<file path="src/rtl/dtw_ref_sched.sv">
// Reference-memory port scheduler for dtw_core_ref.
// Runs the load handshake, then round-robins DTW reads among the cores.
module dtw_ref_sched #(
  parameter int NUM_CORES  = 4,
  parameter int DATA_WIDTH = 16,
  parameter int ADDR_WIDTH = 32,
  parameter int RD_LATENCY = 2
) (
  input  logic                            clk_in,
  input  logic                            rst_in,
  input  logic                            load_req_in,
  input  logic                            serve_en_in,
  output logic                            ref_loaded_out,
  output logic                            busy_out,
  input  logic [NUM_CORES-1:0]            req_in,
  input  logic [NUM_CORES*ADDR_WIDTH-1:0] addr_in,
  output logic [NUM_CORES-1:0]            gnt_out,
  output logic [NUM_CORES-1:0]            rvalid_out,
  output logic [DATA_WIDTH-1:0]           rdata_out,
  output logic                            ref_rs_out,
  output logic                            ref_op_mode_out,
  output logic [ADDR_WIDTH-1:0]           ref_addr_out,
  input  logic                            ref_busy_in,
  input  logic [DATA_WIDTH-1:0]           ref_data_in
);

  localparam int PW = (NUM_CORES > 1) ? $clog2(NUM_CORES) : 1;

  typedef enum logic [2:0] {
    S_IDLE,
    S_SERVE,
    S_DRAIN,
    S_DRAIN_IDLE,
    S_LOAD_ARM,
    S_LOAD_WAIT
  } state_t;

  state_t               state;
  state_t               state_nx;
  logic [PW-1:0]        ptr;
  logic [NUM_CORES-1:0] pipe [RD_LATENCY];
  logic                 pipe_empty;
  logic                 grant_en;
  logic                 found;
  logic [PW-1:0]        win;
  logic                 loaded_set;
  logic                 loaded_clr;
  int                   idx;

  // Rotating search starting at ptr
  always_comb begin
    found = 1'b0;
    win   = ptr;
    idx   = 0;
    for (int i = 0; i < NUM_CORES; i++) begin
      idx = int'(ptr) + i;
      if (idx >= NUM_CORES) idx = idx - NUM_CORES;
      if (!found && req_in[idx]) begin
        found = 1'b1;
        win   = PW'(idx);
      end
    end
  end

  always_comb begin
    pipe_empty = (gnt_out == '0);
    for (int i = 0; i < RD_LATENCY; i++)
      if (pipe[i] != '0) pipe_empty = 1'b0;
  end

  always_comb begin
    state_nx        = state;
    grant_en        = 1'b0;
    ref_rs_out      = 1'b0;
    ref_op_mode_out = 1'b0;
    busy_out        = 1'b0;
    loaded_set      = 1'b0;
    loaded_clr      = 1'b0;
    unique case (state)
      S_IDLE: begin
        if (load_req_in)
          state_nx = S_LOAD_ARM;
        else if (serve_en_in && ref_loaded_out)
          state_nx = S_SERVE;
      end
      S_SERVE: begin
        ref_rs_out = 1'b1;
        if (load_req_in)
          state_nx = S_DRAIN;
        else if (!serve_en_in)
          state_nx = S_DRAIN_IDLE;
        else
          grant_en = 1'b1;
      end
      S_DRAIN: begin
        ref_rs_out = 1'b1;
        busy_out   = 1'b1;
        if (pipe_empty) state_nx = S_LOAD_ARM;
      end
      S_DRAIN_IDLE: begin
        ref_rs_out = 1'b1;
        busy_out   = 1'b1;
        if (pipe_empty) state_nx = S_IDLE;
      end
      S_LOAD_ARM: begin
        ref_rs_out      = 1'b1;
        ref_op_mode_out = 1'b1;
        busy_out        = 1'b1;
        if (ref_busy_in) state_nx = S_LOAD_WAIT;
      end
      S_LOAD_WAIT: begin
        ref_rs_out      = 1'b1;
        ref_op_mode_out = 1'b1;
        busy_out        = 1'b1;
        if (!ref_busy_in) begin
          state_nx   = S_IDLE;
          loaded_set = 1'b1;
        end
      end
      default: state_nx = S_IDLE;
    endcase
    if (state_nx == S_LOAD_ARM && state != S_LOAD_ARM)
      loaded_clr = 1'b1;
  end

  always_ff @(posedge clk_in) begin
    if (rst_in) begin
      state          <= S_IDLE;
      ptr            <= '0;
      gnt_out        <= '0;
      ref_addr_out   <= '0;
      ref_loaded_out <= 1'b0;
      for (int i = 0; i < RD_LATENCY; i++)
        pipe[i] <= '0;
    end else begin
      state   <= state_nx;
      gnt_out <= '0;
      if (grant_en && found) begin
        gnt_out      <= NUM_CORES'(1) << win;
        ref_addr_out <= addr_in[win*ADDR_WIDTH +: ADDR_WIDTH];
        ptr          <= (win == PW'(NUM_CORES-1)) ? '0 : win + PW'(1);
      end
      pipe[0] <= gnt_out;
      for (int i = 1; i < RD_LATENCY; i++)
        pipe[i] <= pipe[i-1];
      if (loaded_clr)
        ref_loaded_out <= 1'b0;
      else if (loaded_set)
        ref_loaded_out <= 1'b1;
    end
  end

  assign rvalid_out = pipe[RD_LATENCY-1];
  assign rdata_out  = ref_data_in;

endmodule

</file>
<file path="config.mk">
export PLATFORM = sky130hd
export DESIGN_NAME = dtw_ref_sched
export DESIGN_NICKNAME = d
export VERILOG_FILES = /design/src/rtl/dtw_ref_sched.sv
export SDC_FILE = /design/constraint.sdc
export NUM_CORES = 1
export LEC_CHECK = 0
export CORE_MARGIN = 4
export CORE_UTILIZATION = 37
export CTS_BUF_LIST = sky130_fd_sc_hd__clkbuf_8 sky130_fd_sc_hd__clkbuf_16
export DETAILED_ROUTE_END_ITERATION = 6
export PLACE_DENSITY_LB_ADDON = 0.08
export SYNTH_ARGS = -nofsm -noshare
export SYNTH_HDL_FRONTEND = slang
export SYNTH_SLANG_ARGS = --single-unit
</file>
<file path="constraint.sdc">
create_clock -name clk_in -period 3.7 [get_ports clk_in]
set_input_delay 0.37 -clock clk_in [delete_from_list [all_inputs] [get_ports clk_in]]
set_output_delay 0.37 -clock clk_in [all_outputs]
set_load 0.01 [all_outputs]
</file>
# --- Yosys cells after proc, flatten, opt, wreduce, memory -nomap -nowiden ---
# Memories as Yosys holds them, arrays and structs flattened.
# Index checks and enable logic that the tools add are counted.
classes:
  n_addsub: 8
  order_cmp: 8
  n_eq_ne: 8
  n_shift: 2
  n_mux: 50
  n_bitwise: 3
  reduce_logical: 18
op_table:
  columns: ["cell", "n"]
  rows:
  - ["< comparator 32 x 4 -> 1 bit, second input constant", 4]
  - ["2-to-1 mux 32 bit", 4]
  - ["variable part select 128 x 8 -> 32 bit", 1]
  - ["2-to-1 mux 1 bit", 26]
  - ["2-to-1 mux 3 bit", 8]
  - ["one-hot mux 3 bit (6 select lines)", 1]
  - ["subtractor 3 x 3 -> 4 bit, second input constant", 3]
  - ["2-to-1 mux 2 bit", 5]
  - ["equality test 3 bit, second input constant", 3]
  - [">= comparator 3 bit, second input constant", 3]
  - ["binary-select mux 1 bit (select 2 bit)", 4]
  - ["2-to-1 mux 4 bit", 2]
  - ["nonzero test 4 bit", 2]
  - ["adder 2 x 2 -> 3 bit, second input constant", 2]
  - ["equality test 3 x 2 -> 1 bit, second input constant", 2]
  - ["logical AND 1 bit", 6]
  - ["OR reduction 2 bit", 3]
  - ["OR reduction 5 bit", 1]
  - ["logical NOT 4 bit", 1]
  - ["OR reduction 4 bit", 1]
  - ["left shift 1 x 2 -> 4 bit, first input constant", 1]
  - ["subtractor 2 x 3 -> 4 bit, second input constant", 1]
  - ["adder 2 x 1 -> 3 bit, second input constant", 1]
  - ["equality test 3 x 1 -> 1 bit, second input constant", 1]
  - ["8 further kinds", 11]
word_totals:
  regBits: 42
  ramBits: 8
  in_bits: 153
  output_inout_bits: 60
  word_cells: 103
  n_memories: 1
mem_list:
  columns: ["name", "depth", "word_bits", "read_ports", "rd_ports_with_merged_regs", "write_ports", "line_no", "rtl"]
  rows:
  - ["pipe", 2, 4, 2, 0, 2, "41", "logic [NUM_CORES-1:0] pipe [RD_LATENCY];"]

# --- Depth between registers and ports, before layout ---
depth:
  depth_word: 18
  ltp_mapped: 8
  mapped_depth_nobuf: 5

# --- Least setup slack after synthesis ---
# OpenSTA, ideal clock, no wires.
synth_timing:
  path_kind: "input to register"
  start: "input req_in[2]"
  end: "register ref_addr_out[0]"
  setup_ns: 0.133
  arrival_ns: 1.523
  required_ns: 3.567
  path_slack_ns: 2.044
  cell_stages: 8
  n_path_buf: 3
  cell_sequence: "a21bo_2 a21oi_1 a211o_1 buf_4 buf_12 buf_6 mux2i_1 o221ai_1"
synth_between:
  elab_chain_cells: 14
  word_cells_on_any_way: 28
  cone_classes: "shift: 1; mux: 20; reduce/logical: 7"
synth_lines:
  columns: ["element", "line_no", "rtl"]
  rows:
  - ["start: declaration", "15", "input logic [NUM_CORES-1:0] req_in,"]
  - ["binary-select mux 1 bit (select 2 bit)", "58", "if (!found && req_in[idx]) begin"]
  - ["2-to-1 mux 1 bit (implied by the code) (2 in series)", "58", null]
  - ["2-to-1 mux 1 bit", "58", null]
  - ["logical NOT 1 bit", "58", null]
  - ["logical AND 1 bit", "58", null]
  - ["2-to-1 mux 1 bit", "58", null]
  - ["logical NOT 1 bit", "58", null]
  - ["logical AND 1 bit", "58", null]
  - ["2-to-1 mux 1 bit", "58", null]
  - ["logical NOT 1 bit", "58", null]
  - ["logical AND 1 bit", "58", null]
  - ["2-to-1 mux 2 bit or 2-to-1 mux 1 bit (tied branches)", "58", null]
  - ["variable part select 128 x 8 -> 32 bit or logical AND 1 bit (tied branches)", "140, 138", null]
  - ["end signal: assignment", "140", "ref_addr_out <= addr_in[win*ADDR_WIDTH +: ADDR_WIDTH];"]
  - ["end: declaration", "22", "output logic [ADDR_WIDTH-1:0] ref_addr_out,"]
# Several ways; a longest one is shown, not always the timed one. The select of a mux whose other input is x is not followed.
# A chain may end at the register's enable or synchronous reset.

# --- Worst setup path after layout ---
layout_timing:
  start: "input req_in[2]"
  end: "register ref_addr_out[15]"
# The elaborated chain is that of the path after synthesis.

==> results.yml <==
run_status:
  status: "completed"
critical_path:
  crit_path_max_incr_delay_ps: 520
  cp.required_ps: 3860
  crit_path_start_kind: "primary input"
  worstPathCellList: "clkdlybuf4s50_1 > a21bo_2 > a21oi_1 > a211o_4 > buf_12 > mux2i_1 > o221ai_1"
  cp_top_family: "compound AO/OA/AOI/OAI gates"
  crit_slowest_cell: "clkdlybuf4s50_1"
  crit_arrival_ps: 2520
  worst-r2r-setup-slack_ps: 1580
  setup.worst_path.end_class: "flip-flop"
  crit_type: "in2reg"
  cp_max_fo: 38
  crit_buf_inv: 2
synthesis:
  ys_types: 37
  syn_area_um2: 2810
  synth_area_per_cell_um2: 9.81
  synth_common_cells: "mux2i_1, dfxtp_1, nand2_1, o221ai_1, buf_4"
  ys_ff_latch: 50
  yosys_warnings: 0
  synth_top_area_share_pct: 35.7
  synthArstFlopShare_pct: 0
  ys_seq_area_share_pct: 35.7
  synth_fp_nets: 439
  synthTopCellsByArea: "dfxtp_1, mux2i_1, o221ai_1"
  synth_area_leader_cell: "dfxtp_1"
  synthMostInstantiatedCell: "mux2i_1"
  synth_edf_count: 0
  syn-instance-count: 286
  synth_ff_type: "dfxtp_1"
placement:
  placed_area_um2: 4450
  gp_congestion: 0.791
  pre_cts_slack_ps: 1020
  port_buffers: 180
  post-dp-hpwl_um: 6760
routing:
  viasPerCell: 4.96
  drtAntennaViolNets: 0
  drtIter0Drc: 73
  num_vias: 2661
  drt_pre_antenna_iters: 4
  wl_per_cell_um: 16.0
  drt_wl_total_um: 8590
  drc: 0
floorplanning:
  die-width_um: 95.1
  core.rowCount: 31
  die_h_um: 95.1
  dieArea_um2: 9040
  start_util_pct: 38.3
  io_pins: 213
  core_um2: 7330
global_routing:
  track_usage_pct: 17.6
  gr-total-overflow: 0
  grt_max_degree: 39
  grt_pass1_wl_um: 12500
  grt_pass1_vias: 2535
  antenna_found_initial: 0
power:
  vdd_drop_max_uv: 130
  p_leak_uw: 0.00193
  p_total_uw: 1180
  power_density_nw_per_um2: 259
clock_tree:
  ctsRootBufferMaster: "clkbuf_8"
  insertion_delay_ps: 300
  cts_tree: "yes"
  cts_buffers: 5
  cts_hold_buf: 0
  clock_sinks: 50
  post_cts_buffers: 0
  ctsResizeCount: 0
  clockBufferDepth: 2
  htreeDepth: 2
  clkTransAtPathRegs_ps: 100
cells_and_area:
  fin_nets: 590
  drive_gt1_share_pct: 3.88
  design_area_um2: 4540
  diodes: 0
  utilization_pct: 62.0
  fillers: 660
  syn2layout_area_growth_pct: 61.8
sta:
  finalSetupViolations: 0
  fin_crit_ps: 2360
  max_freq_mhz: 425
  grt_setup_unrepaired: "no"
  fin_ws_ps: 1350
  tightest_slew_ps: 597
  maxSlewViolCount: 0
  fin_crit_sh_pct: 63.6
  final_hold_viol_count: 0
  fin_skew_ps: 9.64
  fin_setup_tns_ps: 0
  relSlewSlack_pct: 59.9
job:
  cap_violations: 0
hold_path:
  min_path_type: "reg2reg"
-- cell type report --
type,count,area [um^2],area share [%]
clock buffer,6,82.6,1.82
clock inverter,2,8.76,0.193
inverter,4,15.0,0.331
multi-input combinational,191,1460,32.1
sequential,50,1000,22.0
tap,99,124,2.73
timing repair buffer,185,1850,40.8
-- per-layer routing --
layer | GRT usage [%] | routed length, um | vias up
met1 | 19.6 | 3210 | 1202
li1 | - | - | 1328
met5 | 0 | 0 | -
met2 | 31.7 | 4390 | 117
met3 | 5.68 | 816 | 14
met4 | 5.53 | 170 | 0
-- stage by stage --
stage	instances	hold WS (ps)
2_1_floorplan	286	438
3_3_place_gp	529	443
3_5_place_dp	529	446
4_1_cts	537	470
5_1_grt	537	490
6_report	537	467
-- cells in the final DEF, fill, tap and decap left out, types with 2 or more instances in the layout --
cell	count
clkdlybuf4s50_1	180
mux2i_1	65
dfxtp_1	50
nand2_1	34
o221ai_1	32
nor2_1	10
nor2b_1	9
a21oi_1	6
clkbuf_8	6
nand2b_1	5
inv_1	5
nor4_1	4
a211oi_1	4
buf_4	4
nor3_1	2
o22ai_1	2
-- state kept, by name (all words and copies together), names as in the netlist --
name,flops
ptr,2
ref_addr_out,32
gnt_out,4
ref_loaded_out,1
state,3
pipe,8
-- worst register-to-register path, cell delays in order, from the launching register on --
cell and delay, ps:
dfxtp_1 380, a21bo_2 210, a21oi_1 220, a211o_4 430
buf_12 340, mux2i_1 270, o221ai_1 140
-- final timing paths --
kind / end / start / cells past startpoint
max: ref_addr_out[15] / req_in[2] / 7
min: ref_addr_out[8] / ref_addr_out[8] / 2
min reg2reg: ref_addr_out[8] / ref_addr_out[8] / 2
max reg2reg: ref_addr_out[15] / ptr[1] / 6
-- power by group --
part           switching, uW  total, uW  internal [uW]
Combinational            101        303            202
Sequential              6.90        551            544
Clock                    173        322            149
Total                    281       1180            894
-- kinds of logic (layout without fill, tap and decap cells) --
group,Yosys count,count (layout),synth area share [%]
compound gates,51,51,14.8
buf+inv,45,197,12.7
flops,50,50,35.7
mux,65,65,23.2
simple gates,73,73,13.0
xor+xnor,2,2,0.624
Power figures use the tool's default switching activity.
